## config.mk

```make
export PLATFORM = sky130hd
export DESIGN_NAME = key_irq_pio
export DESIGN_NICKNAME = d
export VERILOG_FILES = /design/src/rtl/key_irq_pio_pkg.sv /design/src/rtl/pio_debounce.sv /design/src/rtl/key_irq_pio.sv
export SDC_FILE = /design/constraint.sdc
export NUM_CORES = 1
export LEC_CHECK = 0
export CAP_MARGIN = 25
export CORE_MARGIN = 2
export CORE_UTILIZATION = 36
export DETAILED_ROUTE_END_ITERATION = 6
export PLACE_DENSITY = 0.8
export SLEW_MARGIN = 20
export SYNTH_ARGS = -nofsm -noshare
export SYNTH_HDL_FRONTEND = slang
export SYNTH_HIERARCHICAL = 1
export SYNTH_SLANG_ARGS = --single-unit
```

## constraint.sdc

```tcl
create_clock -name clk -period 1.4 [get_ports clk]
set_clock_uncertainty 0.2 [all_clocks]
set_input_delay 0.42 -clock clk [delete_from_list [all_inputs] [get_ports clk]]
set_output_delay 0.42 -clock clk [all_outputs]
set_load 0.05 [all_outputs]
```

## src/rtl/key_irq_pio_pkg.sv

```systemverilog
// ============================================================================
// Module      : key_irq_pio_pkg
// Description : Shared register addresses and edge-mode encoding for key_irq_pio.
// Revision    : 1.0 - initial release
// ============================================================================
`default_nettype none

package key_irq_pio_pkg;

  localparam logic [1:0] ADDR_DATA = 2'd0;
  localparam logic [1:0] ADDR_RSVD = 2'd1;
  localparam logic [1:0] ADDR_MASK = 2'd2;
  localparam logic [1:0] ADDR_EDGE = 2'd3;

  typedef enum logic [1:0] {
    EDGE_RISE = 2'd0,
    EDGE_FALL = 2'd1,
    EDGE_ANY  = 2'd2
  } edge_mode_e;

endpackage

`default_nettype wire

```

## src/rtl/pio_debounce.sv

```systemverilog
// ============================================================================
// Module      : pio_debounce
// Description : One input channel: 2-flop synchroniser plus optional debounce
//               counter (built only when KEY_IRQ_PIO_DEBOUNCE_EN is defined).
// Revision    : 1.0 - initial release
// ============================================================================
`default_nettype none

module pio_debounce
  import key_irq_pio_pkg::*;
#(
  parameter int   DB_CYCLES  = 500000,
  parameter logic IDLE_LEVEL = 1'b1
) (
  input  logic clk,
  input  logic reset,
  input  logic raw_i,
  output logic stable_o
);

  logic sync1_q;
  logic sync2_q;

  always_ff @(posedge clk) begin
    if (reset) begin
      sync1_q <= IDLE_LEVEL;
      sync2_q <= IDLE_LEVEL;
    end else begin
      sync1_q <= raw_i;
      sync2_q <= sync1_q;
    end
  end

`ifdef KEY_IRQ_PIO_DEBOUNCE_EN
  localparam int              CNT_W    = $clog2(DB_CYCLES);
  localparam logic [CNT_W-1:0] CNT_LAST = CNT_W'(DB_CYCLES - 1);

  logic [CNT_W-1:0] cnt_q;
  logic [CNT_W-1:0] cnt_d;
  logic             stable_q;
  logic             stable_d;

  // Any return to the stable level restarts the stability window.
  always_comb begin
    cnt_d    = '0;
    stable_d = stable_q;
    if (sync2_q != stable_q) begin
      if (cnt_q == CNT_LAST) begin
        stable_d = sync2_q;
      end else begin
        cnt_d = cnt_q + CNT_W'(1);
      end
    end
  end

  always_ff @(posedge clk) begin
    if (reset) begin
      cnt_q    <= '0;
      stable_q <= IDLE_LEVEL;
    end else begin
      cnt_q    <= cnt_d;
      stable_q <= stable_d;
    end
  end

  assign stable_o = stable_q;
`else
  assign stable_o = sync2_q;
`endif

endmodule

`default_nettype wire

```

## src/rtl/key_irq_pio.sv

```systemverilog
// ============================================================================
// Module      : key_irq_pio
// Description : N-channel interrupt-capable parallel input port with Avalon-MM
//               slave registers. Debounce enabled by KEY_IRQ_PIO_DEBOUNCE_EN.
// Revision    : 1.0 - initial release
// ============================================================================
`default_nettype none

module key_irq_pio
  import key_irq_pio_pkg::*;
#(
  parameter int   WIDTH      = 4,
  parameter int   EDGE_MODE  = 1,
  parameter int   DB_CYCLES  = 500000,
  parameter logic IDLE_LEVEL = 1'b1
) (
  input  logic             clk,
  input  logic             reset,
  input  logic [WIDTH-1:0] in_port,
  input  logic [1:0]       address,
  input  logic             read,
  input  logic             write,
  input  logic [31:0]      writedata,
  output logic [31:0]      readdata,
  output logic             irq
);

  localparam edge_mode_e MODE = edge_mode_e'(EDGE_MODE[1:0]);

  logic [WIDTH-1:0] stable;
  logic [WIDTH-1:0] stable_dly_q;
  logic [WIDTH-1:0] rise;
  logic [WIDTH-1:0] fall;
  logic [WIDTH-1:0] edge_hit;
  logic [WIDTH-1:0] edge_clr;
  logic [WIDTH-1:0] edge_capture_q;
  logic [WIDTH-1:0] edge_capture_d;
  logic [WIDTH-1:0] irq_mask_q;
  logic [WIDTH-1:0] irq_mask_d;
  logic [31:0]      rd_mux;
  logic [31:0]      readdata_q;
  logic [31:0]      readdata_d;
  logic             irq_q;
  logic             irq_d;
  logic             unused_wdata;

  for (genvar i = 0; i < WIDTH; i++) begin : g_ch
    pio_debounce #(
      .DB_CYCLES  (DB_CYCLES),
      .IDLE_LEVEL (IDLE_LEVEL)
    ) u_db (
      .clk      (clk),
      .reset    (reset),
      .raw_i    (in_port[i]),
      .stable_o (stable[i])
    );
  end

  assign rise = stable & ~stable_dly_q;
  assign fall = ~stable & stable_dly_q;

  always_comb begin
    edge_hit = '0;
    case (MODE)
      EDGE_RISE: edge_hit = rise;
      EDGE_FALL: edge_hit = fall;
      default:   edge_hit = rise | fall;
    endcase
  end

  // New edges are OR-ed in after the clear so a same-cycle edge survives.
  always_comb begin
    edge_clr       = (write && address == ADDR_EDGE) ? writedata[WIDTH-1:0] : '0;
    edge_capture_d = (edge_capture_q & ~edge_clr) | edge_hit;
    irq_mask_d     = (write && address == ADDR_MASK) ? writedata[WIDTH-1:0] : irq_mask_q;
    irq_d          = |(edge_capture_q & irq_mask_q);
  end

  always_comb begin
    rd_mux = '0;
    case (address)
      ADDR_DATA: rd_mux[WIDTH-1:0] = stable;
      ADDR_MASK: rd_mux[WIDTH-1:0] = irq_mask_q;
      ADDR_EDGE: rd_mux[WIDTH-1:0] = edge_capture_q;
      default:   rd_mux = '0;
    endcase
    readdata_d = read ? rd_mux : readdata_q;
  end

  always_ff @(posedge clk) begin
    if (reset) begin
      stable_dly_q   <= {WIDTH{IDLE_LEVEL}};
      edge_capture_q <= '0;
      irq_mask_q     <= '0;
      readdata_q     <= '0;
      irq_q          <= 1'b0;
    end else begin
      stable_dly_q   <= stable;
      edge_capture_q <= edge_capture_d;
      irq_mask_q     <= irq_mask_d;
      readdata_q     <= readdata_d;
      irq_q          <= irq_d;
    end
  end

  assign readdata     = readdata_q;
  assign irq          = irq_q;
  assign unused_wdata = ^writedata;

endmodule

`default_nettype wire

```

After elaboration in Yosys (flattened, before gate mapping)
Cells that the tools add are included.

Word-level logic and storage cells: 27. Register bits after elaboration: 25.

Reduce and logical (&&, ||, !) cells: 4. Equality and inequality tests: 2. Bitwise operators: 6. Multiplexer cells: 2.

Operators with widths (count): $and 4x4->4 (3); $pmux 4 s3 (1); $not 4->4 (2); $eq 2x2->1 const B (2); $mux 4 (1); $or 4x4->4 (1); $reduce_or 4->1 (1); $logic_and 1x1->1 (2); $logic_not 2->1 (1).

Longest topological paths before layout
Depth in word-level cells: 6. Depth in mapped cells: 4. Gate-level depth less buffers: 3.

Hierarchy
The synthesis kept the hierarchy.

By module, submodules not included: key_irq_pio (cells an instance 103, sequential area each 340.3 sq um, instances 1, area an instance 943.4 sq um); pio_debounce (cells an instance 4, sequential area each 40.0 sq um, instances 4, area an instance 52.6 sq um).

Worst setup path before layout
Ideal clock, no wire load.

Path kind: input port to flip-flop. Start point: input port address[0]. End point: register readdata_q[1], in the netlist readdata[1]. Stages on the path: 4. Path buffers: 1. Setup time: 133 ps. Slack: 31 ps. Required time: 1067 ps. Arrival: 1037 ps. Cell sequence: buf_6 mux2_4 a22oi_2 a211oi_2.

Cells in the longest elaborated chain, start to end: 2. Elaborated cells on any way between the ends: 4. Classes of those cells: eq/ne: 2; mux: 1; reduce/logical: 1.

Ends and longest elaborated chain: from (decl) (line key_irq_pio.sv:20) `input logic [1:0] address,`; $eq 2x2->1 / $logic_not 2->1 (equally long branches) (line key_irq_pio.sv:81) `case (address)`; $pmux 4 s3 * (line key_irq_pio.sv:81); to (signal assigned) (line key_irq_pio.sv:101) `readdata_q <= readdata_d;`; to (decl) (line key_irq_pio.sv:41) `logic [31:0] readdata_q;`.

Every way passes the cells marked *; elsewhere a longest branch is shown, timed or not. A chain may end at the register's enable or synchronous reset.

Worst setup path in the final report
Start point: register readdata_q[3], in the netlist readdata[3]. End point: output port readdata[3].

RTL lines: to (decl) (line key_irq_pio.sv:24) `output logic [31:0] readdata,`.

No word-level cell between the ends.

==> reports/metrics.cfg <==
[outcome]
status = complete, but fails checks
failed_checks = negative setup slack

[timing]
setup_viol_count_final = 6
drv_slew = 0
fmax_ghz = 0.692
worst_hold_slack_ps = 216
timing.final.crit_share = 1.03
finalHoldViolations = 0
setup_ws_ps = -45.7
rsz0062_at_grt = yes
period_needed_ps = 1450

[power_and_ir_drop]
ir_drop_mv = 0.452
p_per_area_nw_per_um2 = 1030
p_leak_nw = 0.618

[clock_network]
clock_latency_ps = 310
cts_buffer_depth = 2
cts_tree = yes
clk_pin_slew_worst_paths_ps = 130
cts_buffers = 3
cts_sinks = 25
hold_buffers = 0
root_buffer = clkbuf_4
htreeDepth = 1

[setup_path]
r2r-start = irq_mask_q[1]
cp_max_fo = 2
rrSetupSlack_ps = 270
max_stage_delay_ps = 380
reg2reg_to = readdata[1]
cp_num_buf_inv = 1
required_ps = 780
cp.arrival_ps = 830
reg2reg_depth = 3
critical-path-slowest-cell = dfxtp_2
endpoint_kind = output port
worstSetupPathType = reg2out
path_cells = buf_12
critPathLaunchType = register
path_delay_family = flip-flops

[drt]
wl_per_cell_um = 10.3
drtPass1Iterations = 4
routed_wl_mm = 1.96
via_per_inst = 4.07
ant_nets = 0
remaining_drc_errors = 0
drtIter0Drc = 13
vias = 774

[global_routing]
grt_overflow = 0
antenna_found_initial = 0
grt_pass1_wl_mm = 2.97
grt_pass1_vias = 726
grt_max_degree = 18
grtUsageTotal = 0.107

[final_layout]
nNetsFinal = 189
drive_gt1_frac = 0.240
antennaDiodeCount = 0
layout_common_cells = 28 x conb_1, 20 x dfxtp_1, 11 x nand2_1, 11 x clkdlybuf4s50_1, 9 x buf_4
syn_to_final_growth_pct = 22.1
final_common_cell = conb_1
fin_cells = 190

[floorplan]
fp.dieArea_um2 = 3670
num_rows = 20
core_area_um2 = 3050
boundaryPins = 75
start_util = 0.378
die_w_um = 60.6
die_h_um = 60.6

[worst_hold_path]
hold_path_startpoint = g_ch[2].u_db/sync1_q
hold_end = g_ch[2].u_db/stable_o
hold_path_class = reg2reg
min_path_cells = 1

[logic_synthesis]
syn_inst = 119
ys.warnings.count = 6
synth_cell_types = 22
synth_area_um2 = 1150
syn_area_per_cell_um2 = 9.69
yosysSeqAreaShare = 0.434
ys_seq_elements = 25

[placed_design]
gp_congestion = 0.822
port_buffers = 18
post-place-ws_ps = -515
place_inst = 184
place_hpwl_mm = 1.54

[job]
maxCapViolCount = 0

## worst max path at each step
stage           startpoint            end  depth (start not counted)
2_1_floorplan   address[0]    readdata[1]                          4
3_3_place_gp    address[0]    readdata[1]                          5
3_5_place_dp    address[0]  irq_mask_q[2]                          5
4_1_cts        readdata[1]    readdata[1]                          1
5_1_grt        readdata[2]    readdata[2]                          1
6_report       readdata[3]    readdata[3]                          1
## cell usage after synthesis
master | count | share of area
a211oi_2 | 1 | 0.011
conb_1 | 1 | 0.0033
or2_1 | 8 | 0.043
nand3b_2 | 1 | 0.0098
a311oi_1 | 3 | 0.023
nand2b_1 | 4 | 0.022
a21oi_1 | 5 | 0.022
a22oi_1 | 2 | 0.013
buf_12 | 1 | 0.017
mux2i_1 | 4 | 0.035
buf_4 | 28 | 0.18
dfxtp_1 | 25 | 0.43
a22oi_2 | 1 | 0.011
nand2_1 | 11 | 0.036
o21ai_0 | 4 | 0.017
mux2_4 | 4 | 0.052
nor2_2 | 1 | 0.0054
buf_1 | 1 | 0.0033
nor2_1 | 8 | 0.026
clkbuf_1 | 1 | 0.0033
or2_2 | 4 | 0.022
buf_6 | 1 | 0.0098
## area by class of cell
class / count / area [µm²]
clock buffers: 4 / 26.3
repair buffers: 28 / 307
well taps: 44 / 55.1
multi-input cells: 89 / 514
fillers: 301 / 1640
flip-flops and latches: 25 / 507
## timing repair
item	in CTS	in global routing
endpoints found under the setup margin	17	5
buffers inserted	2	0
resized for setup	10	0
## stage by stage
step	util	area [µm²]	total power, mW	TNS (ps)
after floorplan	-	1250	1.10	0
after global placement	0.443	1350	1.14	-6800
after detailed placement	0.443	1350	1.15	-7670
after CTS	0.461	1410	1.46	-264
after global routing	0.461	1410	1.50	-357
final	0.461	1410	1.45	-219
## layer usage
metal / global-route usage / up-vias / share of wire
li1: - / 388 / -
met1: 0.107 / 357 / 0.39
met2: 0.204 / 29 / 0.55
met3: 0.0405 / 0 / 0.060
met4: 0.0280 / 0 / 0
met5: 0 / - / 0
## cell families (layout without fill, tap and decap cells)
| kind of cell | after synthesis | after routing | synth area share |
|---|---|---|---|
| buf+inv | 32 | 32 | 0.216 |
| simple gates | 37 | 37 | 0.164 |
| flops | 25 | 25 | 0.434 |
| other cells | 1 | 28 | 0.00325 |
| mux | 8 | 8 | 0.0868 |
| compound gates | 16 | 16 | 0.0965 |
## report_power, final
part | switching (mW) | internal, mW | total, mW
clock network | 0.196 | 0.111 | 0.307
registers | 0.0219 | 0.745 | 0.767
logic | 0.254 | 0.119 | 0.373
## state kept, by name, indices dropped and copies added, names as in the netlist
signal	count
edge_capture_q	4
g_ch.u_db/sync1_q	4
g_ch.u_db/stable_o	4
stable_dly_q	4
irq	1
irq_mask_q	4
readdata	4
(Power assumes the default switching activity.)
